[src/rtl/cla_seq_ctrl.sv]
// rtl/cla_seq_ctrl.sv - nibble-serial adder sequencing one shared 4-bit carry-lookahead adder
//
// cla_4bit     : combinational 4-bit carry-lookahead adder (a + b + cin).
// cla_seq_ctrl : accepts one operation, adds it one nibble per clock (LSB nibble first)
//                through a single cla_4bit, then holds the result until it is consumed.
//
// Optional feature macro: CLA_SEQ_SUBTRACT_EN adds the 'sub' input (a - b - cin).
//
// Ports (cla_seq_ctrl):
//   clk, rst             clock, synchronous active-high reset
//   in_valid / in_ready  operation handshake (in_ready only in IDLE)
//   a, b, cin            operands and carry-in (borrow-in when subtracting)
//   sub                  subtract select, only with CLA_SEQ_SUBTRACT_EN
//   out_valid/out_ready  result handshake (out_valid only in DONE)
//   sum, cout            registered result and final carry-out
//   busy                 high in RUN or DONE

module cla_4bit (
    input  logic [3:0] a,
    input  logic [3:0] b,
    input  logic       cin,
    output logic [3:0] sum,
    output logic       cout
);
    logic [3:0] g;
    logic [3:0] p;
    logic [3:0] c;

    assign g = a & b;
    assign p = a ^ b;

    // Every carry is a flat generate/propagate expression of cin, no ripple.
    assign c[0] = cin;
    assign c[1] = g[0] | (p[0] & cin);
    assign c[2] = g[1] | (p[1] & g[0]) | (p[1] & p[0] & cin);
    assign c[3] = g[2] | (p[2] & g[1]) | (p[2] & p[1] & g[0]) | (p[2] & p[1] & p[0] & cin);
    assign cout = g[3] | (p[3] & g[2]) | (p[3] & p[2] & g[1]) | (p[3] & p[2] & p[1] & g[0])
                | (p[3] & p[2] & p[1] & p[0] & cin);

    assign sum = p ^ c;
endmodule

module cla_seq_ctrl #(
    parameter int WIDTH = 16
) (
    input  logic             clk,
    input  logic             rst,
    input  logic             in_valid,
    output logic             in_ready,
    input  logic [WIDTH-1:0] a,
    input  logic [WIDTH-1:0] b,
    input  logic             cin,
`ifdef CLA_SEQ_SUBTRACT_EN
    input  logic             sub,
`endif
    output logic             out_valid,
    input  logic             out_ready,
    output logic [WIDTH-1:0] sum,
    output logic             cout,
    output logic             busy
);
    localparam int N  = WIDTH / 4;
    localparam int CW = (N > 1) ? $clog2(N) : 1;
    localparam logic [CW-1:0] LAST = CW'(N - 1);

    typedef enum logic [1:0] {
        S_IDLE = 2'd0,
        S_RUN  = 2'd1,
        S_DONE = 2'd2
    } state_t;

    state_t           state_q, state_d;
    logic [CW-1:0]    cnt_q, cnt_d;
    logic             carry_q, carry_d;
    logic [WIDTH-1:0] a_q, a_d;
    logic [WIDTH-1:0] b_q, b_d;
    logic [WIDTH-1:0] sum_q, sum_d;
    logic             cout_q, cout_d;

    logic             sub_w;
    logic [3:0]       nib_a;
    logic [3:0]       nib_b;
    logic [3:0]       nib_sum;
    logic             nib_cout;

`ifdef CLA_SEQ_SUBTRACT_EN
    assign sub_w = sub;
`else
    assign sub_w = 1'b0;
`endif

    // Current nibble of the captured operands.
    always_comb begin
        nib_a = 4'd0;
        nib_b = 4'd0;
        for (int i = 0; i < N; i++) begin
            if (cnt_q == CW'(i)) begin
                nib_a = a_q[4*i +: 4];
                nib_b = b_q[4*i +: 4];
            end
        end
    end

    cla_4bit u_cla (
        .a    (nib_a),
        .b    (nib_b),
        .cin  (carry_q),
        .sum  (nib_sum),
        .cout (nib_cout)
    );

    always_comb begin
        state_d = state_q;
        cnt_d   = cnt_q;
        carry_d = carry_q;
        a_d     = a_q;
        b_d     = b_q;
        sum_d   = sum_q;
        cout_d  = cout_q;
        case (state_q)
            S_IDLE: begin
                if (in_valid) begin
                    // Subtraction is a + ~b + ~cin, so b and the carry are
                    // inverted once at capture and the datapath only ever adds.
                    a_d     = a;
                    b_d     = b ^ {WIDTH{sub_w}};
                    carry_d = cin ^ sub_w;
                    cnt_d   = '0;
                    state_d = S_RUN;
                end
            end
            S_RUN: begin
                for (int i = 0; i < N; i++) begin
                    if (cnt_q == CW'(i)) begin
                        sum_d[4*i +: 4] = nib_sum;
                    end
                end
                carry_d = nib_cout;
                cnt_d   = cnt_q + CW'(1);
                if (cnt_q == LAST) begin
                    cout_d  = nib_cout;
                    cnt_d   = '0;
                    state_d = S_DONE;
                end
            end
            S_DONE: begin
                if (out_ready) begin
                    state_d = S_IDLE;
                end
            end
            default: begin
                state_d = S_IDLE;
            end
        endcase
    end

    always_ff @(posedge clk) begin
        if (rst) begin
            state_q <= S_IDLE;
            cnt_q   <= '0;
            carry_q <= 1'b0;
            a_q     <= '0;
            b_q     <= '0;
            sum_q   <= '0;
            cout_q  <= 1'b0;
        end else begin
            state_q <= state_d;
            cnt_q   <= cnt_d;
            carry_q <= carry_d;
            a_q     <= a_d;
            b_q     <= b_d;
            sum_q   <= sum_d;
            cout_q  <= cout_d;
        end
    end

    assign in_ready  = (state_q == S_IDLE);
    assign out_valid = (state_q == S_DONE);
    assign busy      = (state_q != S_IDLE);
    assign sum       = sum_q;
    assign cout      = cout_q;
endmodule

[config.mk]
export PLATFORM = sky130hd
export DESIGN_NAME = cla_seq_ctrl
export DESIGN_NICKNAME = d
export VERILOG_FILES = /design/src/rtl/cla_seq_ctrl.sv
export SDC_FILE = /design/constraint.sdc
export NUM_CORES = 1
export LEC_CHECK = 0
export CAP_MARGIN = 10
export CORE_UTILIZATION = 49
export DETAILED_ROUTE_END_ITERATION = 10
export PLACE_DENSITY = 0.79
export RECOVER_POWER = 100
export SLEW_MARGIN = 20
export SYNTH_ARGS = -nofsm -noshare
export SYNTH_HDL_FRONTEND = slang
export SYNTH_SLANG_ARGS = --single-unit
[constraint.sdc]
create_clock -name clk -period 3.25 [get_ports clk]
set_clock_uncertainty 0.05 [all_clocks]
set_input_delay 0.975 -clock clk [delete_from_list [all_inputs] [get_ports clk]]
set_output_delay 0.975 -clock clk [all_outputs]
set_load 0.01 [all_outputs]
==> reports/qor.yml <==
status: "finished, violations left"
violations: "capacitance limit, slew limit"
die_h_um: 72.06
setup_viol: 0
synth_ff_type: "dfxtp_1"
dpl-instance-area_sq_um: 2995
io_pins: 57
cap_violations: 1
cts.clk_slew.worst_paths_ns: 0.09
timing.fmax_ghz: 0.3362
switching_power_mw: 0.3389
insertedDiodeCount: 0
grt_max_degree: 55
crit_family: "compound AO/OA/AOI/OAI gates"
hold_end: "sum[12]$_SDFFE_PP0P_"
p_seq_share_pct: 55.4
vias: 2240
ctsLongestPathBuffers: 2
track_usage_pct: 21.96
cp-end-kind: "flip-flop"
timing.final.crit_period_ns: 2.975
r2r-end: "sum[7]$_SDFFE_PP0P_"
synth-edff-count: 0
synth_warnings: 0
ant_nets: 0
synth_cell_types: 34
syn_avg_cell_area_sq_um: 7.683
p_per_area_nw_per_um2: 416.1
fillCellCount: 455
rrSetupSlack_ns: 0.28
p_leak_nw: 1.177
syn_nets: 359
via_per_inst: 5.234
cts_sinks: 54
gp_congestion: 0.8064
syn_to_final_growth_pct: 28.20
core-area_sq_um: 4723
grt_pass1_wl_um: 9066
crit_required_ns: 3.41
yosysSeqAreaShare_pct: 44.95
path_class: "flip-flop to flip-flop"
ir_drop_uv: 210.0
mostFrequentLayoutCells: "nand2_1, a21oi_1, dfxtp_1"
crit_chain: "inv_1 > ha_1 > a21oi_1 > a21oi_1 > o21ai_0 > ha_1 > a21o_1 > and4_1 > or4_1 > a21oi_1"
drive_gt1_share_pct: 4.709
hold_depth: 2
power.internal_mw: 0.9439
combPwrFrac_pct: 16.1
globalRouteOverflowTotal: 0
die-width_um: 72.06
synth_cells: 313
arrival_ns: 3.13
drt_iter0_drc: 142
crit_top_cell: "a21oi_1"
max_stage_delay_ns: 0.52
placementRows: 25
cts_tree: "yes"
rsz0062_at_grt: "no"
holdWs_ns: 0.4037
slowest_stage: "or4_1"
drt_wl_total_um: 5227
r2r_cells: 10
fin_area_sq_um: 3083
dr.pass1.iters: 4
period_share_pct: 91.53
hpwlAfterDp_um: 3743
multi_input_area_sq_um: 1217
tightest_slew_ns: 2.200
synthArstFlopShare_pct: 0
portBuffers: 56
max_slew_margin_pct: -46.65
p_clk_share_pct: 28.5
crit_fanout: 14
clkLatencyLatePin_ns: 0.31
cts_made_buffers: 5
maxSlewViolCount: 55
drc: 0
wl_per_cell_um: 12.21
cp_num_buf_inv: 1
antenna_found_initial: 0
ys_ff_latch: 54
min_from: "sum[12]$_SDFFE_PP0P_"
regArea_sq_um: 1081
grt_pass1_vias: 2058
root_buffer: "clkbuf_8"
syn-cell-area_sq_um: 2405
setup-tns-final_ns: 0
switching_share_pct: 26.42
cts-htree-levels: 2
cts_hold_buffers: 0
r2r-start: "cnt_q[0]$_SDFFE_PP0P_"
finalHoldViolCount: 0
worstHoldPathType: "flip-flop to flip-flop"
critPathLaunchType: "flip-flop"
die-area_sq_um: 5192
start_util_pct: 50.91
ctsResizeCount: 0
cts_setup_buffers: 0
final_common_cell: "nand2_1"
nets: 406
## kinds of logic (layout without fill, tap and decap cells)
family | Yosys count | in the layout | share of synthesized area, %
DFF | 54 | 54 | 44.95
AOI/OAI and AO/OA | 88 | 88 | 20.03
muxes | 1 | 1 | 0.4162
buffers and inverters | 26 | 74 | 4.526
and+or+nand+nor | 134 | 134 | 24.71
adders and majority gates | 9 | 9 | 4.995
xor gates and xnor gates | 1 | 1 | 0.3643
## worst min-delay path, stage by stage, from the launching register on
cell and delay, ns:
dfxtp_1 0.32, nand2_1 0.05, a21oi_1 0.05
## synthesized netlist by cell type, types with 2 or more instances
master	n	area share [%]
a211o_1	2	0.73
a211oi_1	2	0.62
a21oi_1	66	14
a22oi_1	3	0.94
a311oi_1	3	1.1
and2_1	2	0.52
buf_1	3	0.47
buf_2	3	0.62
clkbuf_1	15	2.3
dfxtp_1	54	45
ha_1	8	4.2
inv_1	4	0.62
nand2_1	96	15
nand2_2	3	0.78
nand3_1	4	0.83
nand3b_1	8	2.5
nand4_1	3	0.78
nor2_1	6	0.94
nor2b_1	2	0.52
nor3_1	2	0.42
o21ai_0	8	1.7
or4_1	4	1.2
## registers in the layout, indices dropped and copies added (netlist names)
name	flops
b_q	16
sum	16
a_q	16
carry_q	1
cout	1
state_q	2
cnt_q	2
## per-stage QoR
stage,instances,setup WS (ns),util [%],power [mW]
floorplan,313,0.3892,-,0.8452
global placement,420,0.3001,63.42,0.9282
detailed placement,420,0.1288,63.42,0.9333
CTS,428,0.08982,65.25,1.290
global route,428,0.05969,65.27,1.340
finish,428,0.2753,65.27,1.283
## how the worst max path moves through the flow
stage	slack [ns]	startpoint	depth (start not counted)	to
after global routing	0.06	cnt_q[1]$_SDFFE_PP0P_	11	sum[7]$_SDFFE_PP0P_
after detailed placement	0.13	cnt_q[1]$_SDFFE_PP0P_	11	sum[7]$_SDFFE_PP0P_
final	0.28	cnt_q[0]$_SDFFE_PP0P_	10	sum[7]$_SDFFE_PP0P_
after CTS	0.09	cnt_q[1]$_SDFFE_PP0P_	11	sum[7]$_SDFFE_PP0P_
after global placement	0.30	cnt_q[1]$_SDFFE_PP0P_	11	sum[3]$_SDFFE_PP0P_
after floorplan	0.39	cnt_q[0]$_SDFFE_PP0P_	12	sum[15]$_SDFFE_PP0P_
## power by group through the flow
stage	registers [mW]	logic, mW	clock network, mW
2_1_floorplan	0.723	0.122	0
6_report	0.711	0.206	0.366
5_1_grt	0.715	0.231	0.394
3_5_place_dp	0.726	0.207	0
3_3_place_gp	0.726	0.203	0
4_1_cts	0.711	0.209	0.370
## routing by layer
layer	GRT usage [%]	routed length [um]	share of wire (%)
met1	26.33	2326	44
met2	39.62	2691	51
met3	4.306	163	3.1
met4	6.754	45	0.86
met5	0	0	0
## area by class of cell
class	count	share of cell area [%]
clock buffer	6	2.354
clock inverter	2	0.4464
sequential	54	35.07
tap	67	2.719
multi-input combinational	233	39.49
timing repair buffer	62	19.44
inverter	4	0.4870
Power figures use the tool's default switching activity.
